===== src/rtl/wb_arb_pkg.sv =====
// Shared types and constants for the register-file writeback arbiter.
package wb_arb_pkg;

    localparam int AW_DEF = 5;
    localparam int DW_DEF = 32;

    typedef enum logic {
        NORMAL = 1'b0,
        FORCE  = 1'b1
    } arb_state_e;

    function automatic int clog2(input int v);
        int r;
        r = 0;
        for (int i = 0; i < 32; i++) begin
            if ((1 << r) < v) r++;
        end
        return r;
    endfunction

endpackage


===== src/rtl/wb_pending_fifo.sv =====
// In-order queue of multi-cycle results awaiting a writeback slot; also exports a
// one-hot-per-register mask of every destination still queued.
module wb_pending_fifo
    import wb_arb_pkg::*;
#(
    parameter int DEPTH = 4,
    parameter int AW    = AW_DEF,
    parameter int DW    = DW_DEF
) (
    input  logic                         clk,
    input  logic                         rst,
    input  logic                         push,
    input  logic [AW-1:0]                push_wn,
    input  logic [DW-1:0]                push_wd,
    input  logic                         pop,
    output logic [AW-1:0]                head_wn,
    output logic [DW-1:0]                head_wd,
    output logic                         full,
    output logic                         empty,
    output logic [clog2(DEPTH+1)-1:0]    count,
    output logic [(2**AW)-1:0]           pending_mask
);

    localparam int CW = clog2(DEPTH + 1);
    localparam int PW = (DEPTH > 1) ? clog2(DEPTH) : 1;

    logic [AW-1:0]    wn_q [DEPTH];
    logic [AW-1:0]    wn_d [DEPTH];
    logic [DW-1:0]    wd_q [DEPTH];
    logic [DW-1:0]    wd_d [DEPTH];
    logic [DEPTH-1:0] vld_q, vld_d;
    logic [PW-1:0]    wr_ptr_q, wr_ptr_d;
    logic [PW-1:0]    rd_ptr_q, rd_ptr_d;
    logic [CW-1:0]    count_q, count_d;
    logic             do_push, do_pop;

    function automatic logic [PW-1:0] next_ptr(input logic [PW-1:0] p);
        return (p == PW'(DEPTH - 1)) ? '0 : p + PW'(1);
    endfunction

    assign full    = (count_q == CW'(DEPTH));
    assign empty   = (count_q == '0);
    assign count   = count_q;
    assign head_wn = wn_q[rd_ptr_q];
    assign head_wd = wd_q[rd_ptr_q];

    always_comb begin
        wn_d     = wn_q;
        wd_d     = wd_q;
        vld_d    = vld_q;
        wr_ptr_d = wr_ptr_q;
        rd_ptr_d = rd_ptr_q;
        do_push  = push && !full;
        do_pop   = pop && !empty;
        if (do_push) begin
            wn_d[wr_ptr_q]  = push_wn;
            wd_d[wr_ptr_q]  = push_wd;
            vld_d[wr_ptr_q] = 1'b1;
            wr_ptr_d        = next_ptr(wr_ptr_q);
        end
        // Push only lands when not full and pop only when not empty, so the two
        // pointers never name the same slot in a cycle where both act.
        if (do_pop) begin
            vld_d[rd_ptr_q] = 1'b0;
            rd_ptr_d        = next_ptr(rd_ptr_q);
        end
        count_d = count_q + CW'(do_push) - CW'(do_pop);
    end

    always_comb begin
        pending_mask = '0;
        for (int i = 0; i < DEPTH; i++) begin
            if (vld_q[i]) pending_mask[wn_q[i]] = 1'b1;
        end
    end

    always_ff @(posedge clk) begin
        if (!rst) begin
            vld_q    <= '0;
            wr_ptr_q <= '0;
            rd_ptr_q <= '0;
            count_q  <= '0;
        end else begin
            vld_q    <= vld_d;
            wr_ptr_q <= wr_ptr_d;
            rd_ptr_q <= rd_ptr_d;
            count_q  <= count_d;
        end
    end

    always_ff @(posedge clk) begin
        wn_q <= wn_d;
        wd_q <= wd_d;
    end

endmodule


===== src/rtl/regfile_wb_arbiter.sv =====
// Arbitrates the single register-file write port between pipeline writeback and queued
// multi-cycle results, forcing a one-cycle stall when the queue head waits too long.
// Optional macro WB_BYPASS_EN: idle-slot MC results are written the same cycle instead of queued.
module regfile_wb_arbiter
    import wb_arb_pkg::*;
#(
    parameter int DEPTH    = 4,
    parameter int MAX_WAIT = 8,
    parameter int DW       = DW_DEF,
    parameter int AW       = AW_DEF
) (
    input  logic                         clk,
    input  logic                         rst,
    input  logic                         pipe_we,
    input  logic [AW-1:0]                pipe_wn,
    input  logic [DW-1:0]                pipe_wd,
    input  logic                         mc_valid,
    output logic                         mc_ready,
    input  logic [AW-1:0]                mc_wn,
    input  logic [DW-1:0]                mc_wd,
    output logic                         stall_pipe,
    output logic                         rf_we,
    output logic [AW-1:0]                rf_wn,
    output logic [DW-1:0]                rf_wd,
    output logic [(2**AW)-1:0]           pending_mask,
    output logic [clog2(DEPTH+1)-1:0]    fifo_count
);

    localparam int WW = clog2(MAX_WAIT + 1);

    arb_state_e    state_q, state_d;
    logic [WW-1:0] wait_q, wait_d;
    logic          pipe_req;
    logic          push, pop, bypass;
    logic          full, empty;
    logic [AW-1:0] head_wn;
    logic [DW-1:0] head_wd;

    wb_pending_fifo #(
        .DEPTH (DEPTH),
        .AW    (AW),
        .DW    (DW)
    ) u_fifo (
        .clk          (clk),
        .rst          (rst),
        .push         (push),
        .push_wn      (mc_wn),
        .push_wd      (mc_wd),
        .pop          (pop),
        .head_wn      (head_wn),
        .head_wd      (head_wd),
        .full         (full),
        .empty        (empty),
        .count        (fifo_count),
        .pending_mask (pending_mask)
    );

    assign stall_pipe = (state_q == FORCE);

    always_comb begin
        state_d  = state_q;
        rf_we    = 1'b0;
        rf_wn    = '0;
        rf_wd    = '0;
        pop      = 1'b0;
        bypass   = 1'b0;
        mc_ready = rst && !full;
        pipe_req = pipe_we && (pipe_wn != '0);

        // In FORCE the pipeline is frozen and re-presents its write next cycle.
        if (state_q == FORCE) begin
            if (!empty) begin
                rf_we = 1'b1;
                rf_wn = head_wn;
                rf_wd = head_wd;
                pop   = 1'b1;
            end
        end else if (pipe_req) begin
            rf_we = 1'b1;
            rf_wn = pipe_wn;
            rf_wd = pipe_wd;
        end else if (!empty) begin
            rf_we = 1'b1;
            rf_wn = head_wn;
            rf_wd = head_wd;
            pop   = 1'b1;
        end else begin
`ifdef WB_BYPASS_EN
            if (mc_valid && (mc_wn != '0)) begin
                bypass = 1'b1;
                rf_we  = 1'b1;
                rf_wn  = mc_wn;
                rf_wd  = mc_wd;
            end
`endif
        end

        if (!rst) begin
            rf_we  = 1'b0;
            pop    = 1'b0;
            bypass = 1'b0;
        end

        // r0 results complete the handshake but are never stored.
        push = mc_valid && mc_ready && (mc_wn != '0) && !bypass;

        wait_d = (empty || pop) ? '0 : wait_q + WW'(1);

        if (state_q == FORCE) begin
            state_d = NORMAL;
        end else if (!empty && !pop && (wait_q == WW'(MAX_WAIT - 1))) begin
            state_d = FORCE;
        end
    end

    always_ff @(posedge clk) begin
        if (!rst) begin
            state_q <= NORMAL;
            wait_q  <= '0;
        end else begin
            state_q <= state_d;
            wait_q  <= wait_d;
        end
    end

endmodule


===== config.mk =====
export PLATFORM = sky130hd
export DESIGN_NAME = regfile_wb_arbiter
export DESIGN_NICKNAME = d
export VERILOG_FILES = /design/src/rtl/wb_arb_pkg.sv /design/src/rtl/wb_pending_fifo.sv /design/src/rtl/regfile_wb_arbiter.sv
export SDC_FILE = /design/constraint.sdc
export NUM_CORES = 1
export LEC_CHECK = 0
export BUFFER_PORTS_ARGS = -buffer_cell sky130_fd_sc_hd__buf_2
export CAP_MARGIN = 25
export CELL_PAD_IN_SITES_DETAIL_PLACEMENT = 1
export CELL_PAD_IN_SITES_GLOBAL_PLACEMENT = 1
export CORE_MARGIN = 5
export CORE_UTILIZATION = 45
export CTS_CLUSTER_DIAMETER = 200
export DETAILED_ROUTE_END_ITERATION = 12
export PLACE_DENSITY = 0.81
export SYNTH_ARGS = -nofsm -noshare
export SYNTH_HDL_FRONTEND = slang
export SYNTH_SLANG_ARGS = --single-unit

===== constraint.sdc =====
create_clock -name clk -period 5.7 [get_ports clk]
set_clock_uncertainty 0.1 [all_clocks]
set_input_delay 0.285 -clock clk [delete_from_list [all_inputs] [get_ports clk]]
set_output_delay 0.285 -clock clk [all_outputs]
set_load 0.005 [all_outputs]

==> metrics.md, run 1 <==
| Metric | Value |
|---|---|
| Status | `finished, final reports clean` |
| Synth area leaders | `edfxtp_1, mux4_2, a22o_1, dfxtp_1, ha_1` |
| Clk network pwr share | `0.337` |
| Largest net degree at the start of global routing | `43` |
| Post-DP HPWL | `15.5 mm` |
| Final min period | `3090 ps` |
| Syn avg cell area | `15.2 sq um` |
| Row count | `47` |
| Post-synth cell types | `49` |
| Switching Power | `0.886 mW` |
| Fmax | `323 MHz` |
| Area leader, netlist | `edfxtp_1` |
| CTS tree | `yes` |
| Total die area | `19600 sq um` |
| R2R Setup Slk | `2860 ps` |
| Worst slack, placed | `2600 ps` |
| Flop pwr share | `0.452` |
| Setup TNS | `0 ps` |
| Sequential area share after synthesis | `0.625` |
| Synthesized area | `7620 sq um` |
| Port bufs | `152` |
| Routed len/inst | `26.5 microns` |
| Leakage | `3.46 nW` |
| TritonRoute pass-1 iters | `7` |
| Final Hold Vio Count | `0` |
| Slew HR | `0.307` |
| I/O pin count | `153` |
| Syn Nets | `589` |
| Cell Int Power | `2.32 mW` |
| Post-route ant nets | `0` |
| Filler cells | `1631` |
| TritonCTS Buffers | `17` |
| Post-synthesis cell count | `500` |
| Clock root cell | `clkbuf_16` |
| Final setup violation count | `0` |
| Core Footprint | `16600 sq um` |
| Synth Warn # | `0` |
| CTS resizes | `0` |
| Synth top area share | `0.583` |
| Iter 0 DRT Violations | `547` |
| Clock Latency Late Sink | `430 ps` |
| Final Max Slew Viols | `0` |
| Overall Global Routing Usage | `0.245` |
| GRT overflow | `0` |
| Worst setup margin | `2610 ps` |
| Layout cells sized above 1 | `0.359` |
| Hold Path Class | `primary input to flip-flop` |
| FFs w/ async S/R, synth | `0` |
| Layout area overhead | `24.9%` |
| Post-synth top cells | `edfxtp_1, a22o_1, mux4_2, clkbuf_1, nor2_1` |
| Vias in the first global route | `5928` |
| Initial antenna violation count | `0` |
| Postcts setup bufs | `0` |
| N_diodes | `0` |
| Drt drc | `0` |
| Logic pwr share | `0.211` |
| Primary FF master, synth | `edfxtp_1` |
| CTS max path bufs | `2` |
| Critical Path End Type | `flip-flop` |
| First-pass GRT wire length | `36.4 mm` |
| Period utilisation layout | `0.543` |
| DR vias | `5604` |
| CP Max Fanout | `6` |
| Vias per inst | `6.15` |
| Die width | `140 microns` |
| CP required | `5920 ps` |
| Register bit count reported by yosys | `164` |
| Initial core utilization | `0.459` |
| Worst EP arrival | `3320 ps` |
| CP Launch Type | `primary input` |
| H-tree Lvls | `4` |
| Nets | `768` |
| Most frequent cell after synthesis | `edfxtp_1` |
| Placer Congestion | `0.965` |
| Switch share | `0.276` |
| Post-Route WL | `24.1 mm` |
| Die height | `140 microns` |
| Max cap viols | `0` |
| Final Util | `0.574` |
| Maximum VDD drop | `0.254 mV` |
| Clock sink count | `164` |
| PD cells | `337 nW/um^2` |
| Clock-pin slew of the registers on the worst-case setup and hold paths | `70 ps` |
| Number of synthesized flops with an enable pin | `148` |
| Worst Setup Path Type | `primary input to flip-flop` |
| RSZ-0062 raised after global routing | `no` |
| Slew @ Worst Pin | `1040 ps` |
## flip-flops by register name (all words and copies together) (netlist names)
signal,count
wait_q,4
u_fifo.rd_ptr_q,2
u_fifo.vld_q,4
u_fifo.count,3
u_fifo.wn_q,20
u_fifo.wr_ptr_q,2
u_fifo.wd_q,128
stall_pipe,1
## cell families after synthesis
group	synth area share
and+or+nand+nor	0.0951
AOI/OAI and AO/OA	0.119
muxes	0.112
xor gates and xnor gates	0.00460
buffers and inverters	0.0248
adders and majority gates	0.0191
DFF	0.625
## layer usage
metal  wire, microns  part of all wire  up-vias  global-route usage
met5               0                 0        -                   0
met4             607             0.025        0              0.0816
met3            1630             0.067       42              0.0426
met2           12600              0.52      295               0.438
met1            9280              0.38     2847               0.301
li1                -                 -     2420                   -
## worst max-delay path: stages
cell and delay [ps]:
dlygate4sd3_1 540, buf_2 150, or4_1 530, nor2_1 480, or2_2 260, inv_1 60
ha_1 210, fa_1 380, xnor2_1 150, xnor2_1 120, and2_1 140
## power groups by stage
stage	Combinational (mW)	Sequential, mW	Clock, mW
after CTS	0.669	1.45	1.08
after detailed placement	0.643	1.47	0
after global placement	0.602	1.47	0
after global routing	0.734	1.46	1.17
final	0.677	1.45	1.08
after floorplan	0.421	1.45	0
## per-stage QoR
| stage | cells | area (sq um) | power (mW) | hold WS [ps] |
|---|---|---|---|---|
| 6_report | 911 | 9510 | 3.21 | 25.8 |
| 5_1_grt | 911 | 9510 | 3.36 | 8.35 |
| 4_1_cts | 910 | 9490 | 3.20 | 11.3 |
| 3_5_place_dp | 846 | 8610 | 2.11 | 383 |
| 3_3_place_gp | 844 | 8580 | 2.07 | 326 |
| 2_1_floorplan | 500 | 7620 | 1.87 | 284 |
## worst paths after layout
path                                  from  cells after the start               to
worst max-delay path              mc_wn[2]                     11  u_fifo.count[2]
worst min-delay path              mc_wn[1]                      1   u_fifo.wn_q[1]
worst max register to register  stall_pipe                      9  u_fifo.count[2]
worst min register to register   wait_q[3]                      2        wait_q[3]
## cells in the final DEF, fill, tap and decap left out, types with 2 or more instances in the layout
| master | n |
|---|---|
| buf_2 | 153 |
| dfxtp_1 | 14 |
| edfxtp_1 | 148 |
| and2_1 | 5 |
| clkinvlp_4 | 3 |
| nor2_1 | 24 |
| inv_8 | 2 |
| o221ai_1 | 14 |
| o211ai_1 | 6 |
| a22o_1 | 37 |
| dlygate4sd3_1 | 33 |
| mux2i_1 | 2 |
| or3b_2 | 9 |
| nor3b_2 | 4 |
| nand2_1 | 21 |
| a21oi_1 | 9 |
| o22ai_1 | 12 |
| and3b_1 | 3 |
| and3_1 | 6 |
| nand3_1 | 11 |
| dfxtp_2 | 2 |
| nor3_1 | 4 |
| xnor2_1 | 3 |
| buf_12 | 2 |
| inv_1 | 11 |
| or3_1 | 4 |
| ha_1 | 10 |
| nand3b_1 | 12 |
| nor2b_1 | 2 |
| buf_4 | 6 |
| a22oi_1 | 9 |
| mux4_2 | 37 |
| or4_1 | 2 |
| or2_2 | 3 |
| o211a_1 | 4 |
| nor3b_1 | 11 |
| clkinv_4 | 4 |
| clkbuf_16 | 17 |
| a221o_1 | 11 |
## repair_timing
item,4_1_cts,5_1_grt
hold buffers,33,0
hold endpoints to repair,125,0
endpoints found under the setup margin,0,0
## layout make-up
| cell class | instances | area (sq um) | share of cell area |
|---|---|---|---|
| clock buffers | 18 | 429 | 0.0451 |
| clock inverters | 13 | 128 | 0.0134 |
| inverters | 11 | 41.3 | 0.00434 |
| multi-input cells | 291 | 2690 | 0.283 |
| flip-flops and latches | 164 | 4770 | 0.501 |
| well taps | 220 | 275 | 0.0289 |
| repair buffers | 194 | 1180 | 0.124 |
Power figures use the tool's default switching activity.
==> run 2: changes to the inputs <==
==> constraint.sdc (replaced) <==
create_clock -name clk -period 3.2 [get_ports clk]
set_clock_uncertainty 0.1 [all_clocks]
set_input_delay 0.16 -clock clk [delete_from_list [all_inputs] [get_ports clk]]
set_output_delay 0.16 -clock clk [all_outputs]
set_load 0.005 [all_outputs]
==> run 2 against run 1 <==
Effect of this change:
- clock-buffer cell count up 1
- cell area rose by 0.95%
- wire length shrank 2.8%
- critical path depth decreased by 7
- via count grew 0.93%
- highest routed layer unchanged
- total power up 81%
- combinational power is 77% higher
- first-iteration DRC count fell by 3.1%
- hold slack improved by 17 ps
- core utilization increased by 0.54 points
- largest cell class unchanged
==> metrics.md, run 2 (synthesis results as in run 1) <==
| Metric | Value |
|---|---|
| H-tree Lvls | `4 (unchanged)` |
| Worst path top cell family by delay | `flip-flops (was simple AND/OR/NAND/NOR gates)` |
| Status | `finished, final reports clean (unchanged)` |
| Max reg flops | `128 (unchanged)` |
| Iter 0 DRT Violations | `530 (was 547)` |
| Total die area | `19600 sq um (unchanged)` |
| Port bufs | `152 (unchanged)` |
| Clock-pin slew of the registers on the worst-case setup and hold paths | `70 ps (about the same)` |
| Final Hold Vio Count | `0 (unchanged)` |
| Clock Latency Late Sink | `420 ps (was 430 ps)` |
| GRT overflow | `0 (unchanged)` |
| Routed len/inst | `25.5 microns (was 26.5 microns)` |
| Final Max Slew Viols | `0 (unchanged)` |
| Crit path max-delay cell type | `dfxtp_2 (was dlygate4sd3_1)` |
| CTS max path bufs | `2 (unchanged)` |
| Drt drc | `0 (unchanged)` |
| N_diodes | `0 (unchanged)` |
| Post-Route WL | `23.4 mm (was 24.1 mm)` |
| DR vias | `5656 (was 5604)` |
| RSZ-0062 raised after global routing | `no (unchanged)` |
| CTS tree | `yes (unchanged)` |
| Initial antenna violation count | `0 (unchanged)` |
| TritonRoute pass-1 iters | `5 (was 7)` |
| Nets | `774 (was 768)` |
| Critical Path End Type | `output port (was flip-flop)` |
| Post-route ant nets | `0 (unchanged)` |
| Maximum VDD drop | `0.416 mV (was 0.254 mV)` |
| Clock sink count | `164 (unchanged)` |
| Met3 wire len | `1.98 mm (was 1.63 mm)` |
| Most flops, register | `u_fifo.wd_q (unchanged)` |
| Worst setup margin | `520 ps (was 2610 ps)` |
| Die height | `140 microns (unchanged)` |
| Overall Global Routing Usage | `0.238 (was 0.245)` |
| Row count | `47 (unchanged)` |
| Die width | `140 microns (unchanged)` |
| Crit path cell chain | `buf_12, mux4_2, a22o_1, buf_2 (was dlygate4sd3_1, buf_2, or4_1, nor2_1, or2_2, inv_1, ha_1, fa_1, xnor2_1, xnor2_1, and2_1)` |
| Final setup violation count | `0 (unchanged)` |
| Layout area overhead | `26.1% (was 24.9%)` |
| Top sig layer | `met4 (unchanged)` |
| Core Footprint | `16600 sq um (unchanged)` |
| Worst slack, placed | `483 ps (was 2600 ps)` |
| Fmax | `373 MHz` |
| First-pass GRT wire length | `35.8 mm (was 36.4 mm)` |
| Biggest regs | `u_fifo.wd_q (128), u_fifo.wn_q (20) (unchanged)` |
| Worst Setup Path Type | `flip-flop to output port (was primary input to flip-flop)` |
| Met2 WL post-DR | `12.2 mm (was 12.6 mm)` |
| WP buf/inv | `2 (was 3)` |
| Final cell count without fillers | `918 (was 911)` |
| CTS resizes | `0 (unchanged)` |
| Cells after DPL | `847 (was 846)` |
| Worst stage delay on the critical path | `750 ps (was 540 ps)` |
| CP Max Fanout | `23 (was 6)` |
| Hold Path Class | `primary input to flip-flop (unchanged)` |
| Placer Congestion | `1.00 (was 0.965)` |
| Leakage | `3.51 nW (was 3.46 nW)` |
| Commonest non-fill, non-tap cell in the layout | `buf_2 (unchanged)` |
| Period utilisation layout | `0.838` |
| Vias in the first global route | `6252 (was 5928)` |
| Worst EP arrival | `2420 ps (was 3320 ps)` |
| Vias per inst | `6.16 (was 6.15)` |
| Slew @ Worst Pin | `871 ps (was 1040 ps)` |
| Largest net degree at the start of global routing | `42 (was 43)` |
| Layout cells sized above 1 | `0.360 (was 0.359)` |
| TritonCTS Buffers | `17 (unchanged)` |
| Final Util | `0.579 (was 0.574)` |
| PD cells | `606 nW/um^2 (was 337 nW/um^2)` |
| Final min period | `2680 ps` |
| Clock root cell | `clkbuf_16 (unchanged)` |
| CP Launch Type | `flip-flop (was primary input)` |
| Initial core utilization | `0.459 (unchanged)` |
| Post-DP HPWL | `15.4 mm (was 15.5 mm)` |
| Commonest non-fill, non-tap cells in the layout | `buf_2, edfxtp_1, mux4_2, a22o_1, dlygate4sd3_1 (unchanged)` |
| Met1 Routed Length | `8.79 mm (was 9.28 mm)` |
| I/O pin count | `153 (unchanged)` |
| Slew HR | `0.418 (was 0.307)` |
| CP required | `2940 ps (was 5920 ps)` |
| Max cap viols | `0 (unchanged)` |
==> run 2: cell types whose count changed in the layout (fill, tap and decap cells not counted), sizes merged <==
cell,before,now
buf,161,163
bufinv,1,2
clkbuf,18,19
clkinv,6,5
clkinvlp,3,1
dlygate4sd3,33,37
inv,14,16
==> run 2: timing repair <==
item | 4_1_cts | 5_1_grt
setup buffers | 0 | 0
hold buffers | 37 | 0
endpoints found under the hold margin | 148 | 0
==> run 2: report_power, final <==
group	total, mW	switching [mW]	internal (mW)	leakage, nW
Clock	2.01	0.848	1.16	0.284
Combinational	1.20	0.604	0.593	1.75
Sequential	2.61	0.131	2.48	1.47
==> run 2: layout make-up <==
type / instances / area (sq um)
Sequential cell: 164 / 4770
Clock buffer: 19 / 433
Timing Repair Buffer: 200 / 1250
Clock inverter: 13 / 146
Fill cell: 1650 / 6980
Multi-Input combinational cell: 291 / 2690
Inverter: 11 / 41.3
Tap cell: 220 / 275
==> run 2: through the flow <==
stage | TNS, ps | total power, mW | hold slack, ps | instance area (sq um)
4_1_cts | 0 | 5.83 | 29.9 | 9580
3_3_place_gp | 0 | 3.75 | 271 | 8630
2_1_floorplan | -138190 | 3.33 | 159 | 7620
3_5_place_dp | 0 | 3.80 | 278 | 8630
6_report | 0 | 5.82 | 42.7 | 9600
5_1_grt | 0 | 6.07 | 45.9 | 9600
==> run 2: worst paths after layout <==
path,startpoint,to,slack (ps),cells past startpoint
worst max register to register,u_fifo.count[2],u_fifo.count[2],600,9
worst min register to register,wait_q[0],wait_q[0],370,1
worst min-delay path,rst,u_fifo.vld_q[3],40,2
worst max-delay path,u_fifo.rd_ptr_q[0],rf_wd[6],520,4
==> run 2: layer usage <==
metal,up-vias,track usage
met1,2841,0.289
li1,2429,-
met3,47,0.0552
met5,-,0
met2,339,0.411
met4,0,0.0979
==> run 3: changes to the inputs <==
--- a/config.mk
+++ b/config.mk
@@ -5,15 +5,16 @@
 export SDC_FILE = /design/constraint.sdc
 export NUM_CORES = 1
 export LEC_CHECK = 0
+export ABC_AREA = 1
 export BUFFER_PORTS_ARGS = -buffer_cell sky130_fd_sc_hd__buf_2
 export CAP_MARGIN = 25
 export CELL_PAD_IN_SITES_DETAIL_PLACEMENT = 1
 export CELL_PAD_IN_SITES_GLOBAL_PLACEMENT = 1
 export CORE_MARGIN = 5
-export CORE_UTILIZATION = 45
+export CORE_UTILIZATION = 39
 export CTS_CLUSTER_DIAMETER = 200
 export DETAILED_ROUTE_END_ITERATION = 12
-export PLACE_DENSITY = 0.81
+export PLACE_DENSITY = 0.79
 export SYNTH_ARGS = -nofsm -noshare
 export SYNTH_HDL_FRONTEND = slang
 export SYNTH_SLANG_ARGS = --single-unit
==> constraint.sdc (replaced) <==
create_clock -name clk -period 2.25 [get_ports clk]
set_clock_uncertainty 0.1 [all_clocks]
set_input_delay 0.1125 -clock clk [delete_from_list [all_inputs] [get_ports clk]]
set_output_delay 0.1125 -clock clk [all_outputs]
set_load 0.005 [all_outputs]
==> run 3 against run 2 <==
Effect of this change:
- cell area up 3.4%
- worst setup slack worse by 430 ps
- first-iteration DRC count down 21%
- wire length up 9.9%
- register-to-register slack worse by 440 ps
- critical path type unchanged
- critical endpoint is now pending_mask[4]
- largest power group unchanged
- highest routed layer unchanged
==> metrics.md, run 3 <==
| Metric | Value |
|---|---|
| CP Launch Type | `flip-flop (unchanged)` |
| Period utilisation layout | `0.960` |
| TritonRoute pass-1 iters | `5 (unchanged)` |
| H-tree Lvls | `4 (unchanged)` |
| Worst EP arrival | `1950 ps (was 2420 ps)` |
| Initial antenna violation count | `1 (was 0)` |
| Final Max Slew Viols | `0 (unchanged)` |
| Die height | `151 microns (was 140 microns)` |
| Setup TNS | `0 ps (unchanged)` |
| Met2 WL post-DR | `13.5 mm (was 12.2 mm)` |
| Biggest regs | `u_fifo.wd_q (128), u_fifo.wn_q (20) (unchanged)` |
| Final setup violation count | `0 (unchanged)` |
| Met1 Routed Length | `10.4 mm (was 8.79 mm)` |
| Final Hold Vio Count | `0 (unchanged)` |
| Maximum VDD drop | `0.497 mV (was 0.416 mV)` |
| Critical Path End Type | `output port (unchanged)` |
| Sequential area share after synthesis | `0.613 (was 0.625)` |
| Hold Path Class | `primary input to flip-flop (unchanged)` |
| Clock sink count | `164 (unchanged)` |
| Power consumption | `8.16 mW (was 5.82 mW)` |
| Most flops, register | `u_fifo.wd_q (unchanged)` |
| Iter 0 DRT Violations | `419 (was 530)` |
| Largest net degree at the start of global routing | `39 (was 42)` |
| Post-DP HPWL | `17.0 mm (was 15.4 mm)` |
| First-pass GRT wire length | `39.4 mm (was 35.8 mm)` |
| Synth Warn # | `0 (unchanged)` |
| Leakage | `4.06 nW (was 3.51 nW)` |
| Commonest non-fill, non-tap cells in the layout | `buf_2, edfxtp_1, nand2_1, nor2_1, o22ai_1 (was buf_2, edfxtp_1, mux4_2, a22o_1, dlygate4sd3_1)` |
| Syn avg cell area | `10.1 sq um (was 15.2 sq um)` |
| Commonest non-fill, non-tap cell in the layout | `buf_2 (unchanged)` |
| Post-synthesis cell count | `767 (was 500)` |
| R2R Setup Slk | `160 ps (was 600 ps)` |
| Register bit count reported by yosys | `164 (unchanged)` |
| DR vias | `6750 (was 5656)` |
| CP required | `2040 ps (was 2940 ps)` |
| Primary FF master, synth | `edfxtp_1 (unchanged)` |
| Initial core utilization | `0.398 (was 0.459)` |
| Status | `finished, final reports clean (unchanged)` |
| Worst Setup Path Type | `flip-flop to output port (unchanged)` |
| Syn Nets | `856 (was 589)` |
| Met3 wire len | `1.20 mm (was 1.98 mm)` |
| CTS tree | `yes (unchanged)` |
| Clock Latency Late Sink | `420 ps (about the same)` |
| Row count | `51 (was 47)` |
| Slew HR | `0.652 (was 0.418)` |
| Max reg flops | `128 (unchanged)` |
| Cells after DPL | `1171 (was 847)` |
| Top sig layer | `met4 (unchanged)` |
| Vias per inst | `5.41 (was 6.16)` |
| Number of synthesized flops with an enable pin | `148 (unchanged)` |
| Filler cells | `2285 (was 1650)` |
| Post-synth top cells | `edfxtp_1, nand2_1, nor2_1, o22ai_1, o21ai_0 (was edfxtp_1, a22o_1, mux4_2, clkbuf_1, nor2_1)` |
| Most frequent cell after synthesis | `edfxtp_1 (unchanged)` |
| CP Max Fanout | `8 (was 23)` |
| Final cell count without fillers | `1248 (was 918)` |
| Layout cells sized above 1 | `0.240 (was 0.360)` |
| Port bufs | `152 (unchanged)` |
| Final min period | `2160 ps` |
| PD cells | `822 nW/um^2 (was 606 nW/um^2)` |
| RSZ-0062 raised after global routing | `no (unchanged)` |
| Post-route ant nets | `0 (unchanged)` |
| Post-Route WL | `25.8 mm (was 23.4 mm)` |
| Fmax | `463 MHz` |
| Clock-pin slew of the registers on the worst-case setup and hold paths | `60 ps (was 70 ps)` |
| GRT overflow | `0 (unchanged)` |
| Core Footprint | `19500 sq um (was 16600 sq um)` |
| Vias in the first global route | `7110 (was 6252)` |
| Overall Global Routing Usage | `0.225 (was 0.238)` |
| Clock root cell | `clkbuf_16 (unchanged)` |
| Area leader, netlist | `edfxtp_1 (unchanged)` |
| Max cap viols | `0 (unchanged)` |
| Placer Congestion | `0.918 (was 1.00)` |
| Routed len/inst | `20.6 microns (was 25.5 microns)` |
| Synthesized area | `7770 sq um (was 7620 sq um)` |
| Nets | `1058 (was 774)` |
| I/O pin count | `153 (unchanged)` |
| Layout area overhead | `27.7% (was 26.1%)` |
| Synth top area share | `0.572 (was 0.583)` |
| Synth area leaders | `edfxtp_1, nand2_1, o22ai_1, nor2_1, o21ai_0 (was edfxtp_1, mux4_2, a22o_1, dfxtp_1, ha_1)` |
| Drt drc | `0 (unchanged)` |
| Die width | `151 microns (was 140 microns)` |
| Total die area | `22900 sq um (was 19600 sq um)` |
| Slew @ Worst Pin | `521 ps (was 871 ps)` |
| FFs w/ async S/R, synth | `0 (unchanged)` |
| TritonCTS Buffers | `17 (unchanged)` |
| Post-synth cell types | `32 (was 49)` |
| CTS max path bufs | `2 (unchanged)` |
==> run 3: path summary, 6_finish.rpt <==
path,startpoint,end,depth (start not counted)
min reg2reg,wait_q[3],stall_pipe,1
max,u_fifo.wn_q[15],pending_mask[4],5
max reg2reg,u_fifo.count[1],u_fifo.count[2],10
min,pipe_we,u_fifo.vld_q[0],7
==> run 3: area by class of cell <==
| type | count | area [sq um] | share of cell area |
|---|---|---|---|
| antenna | 1 | 2.50 | 0.000252 |
| clock buffer | 19 | 433 | 0.0436 |
| clock inverter | 13 | 139 | 0.0140 |
| inverter | 53 | 208 | 0.0209 |
| multi-input combinational | 520 | 2630 | 0.265 |
| sequential | 164 | 4770 | 0.480 |
| tap | 265 | 332 | 0.0334 |
| timing repair buffer | 213 | 1420 | 0.143 |
==> run 3: cells by family after synthesis <==
family | after synthesis | synth area share
XOR/XNOR | 2 | 0.00225
flip-flops | 164 | 0.613
buffers and inverters | 83 | 0.0491
adder cells (fa/ha/maj) | 11 | 0.0187
AO/OA/AOI/OAI | 183 | 0.136
AND/OR/NAND/NOR | 324 | 0.181
==> run 3: per-stage QoR <==
stage,setup WS [ps],util,cell area (sq um),hold slack (ps)
3_5_place_dp,161,0.456,8900,236
3_3_place_gp,284,0.456,8900,230
6_report,90.8,0.509,9930,169
5_1_grt,3.65,0.509,9930,167
2_1_floorplan,77.5,-,7770,111
4_1_cts,4.51,0.506,9870,143
==> run 3: per-layer routing <==
metal / vias to the layer above / global-route usage
li1: 3166 / -
met1: 3308 / 0.273
met2: 224 / 0.401
met3: 52 / 0.0308
met4: 0 / 0.0947
met5: - / 0
==> run 3: critical path, cell delays in order, from the launching register on <==
cell      delay (ps)
edfxtp_1         420
inv_1            130
nand3_1          330
or2_2            410
o211ai_1          90
buf_2            140
==> run 3: power by group <==
part	internal [mW]	total (mW)	switching, mW
Sequential	3.49	3.61	0.120
Clock	1.72	2.84	1.12
Combinational	0.636	1.71	1.07
==> run 3: repair_timing <==
item,4_1_cts,5_1_grt
hold buffers,39,0
hold endpoints to repair,156,0
gates resized for setup,2,6
pin swaps,0,1
setup endpoints to repair,12,33
buffers inserted,0,5
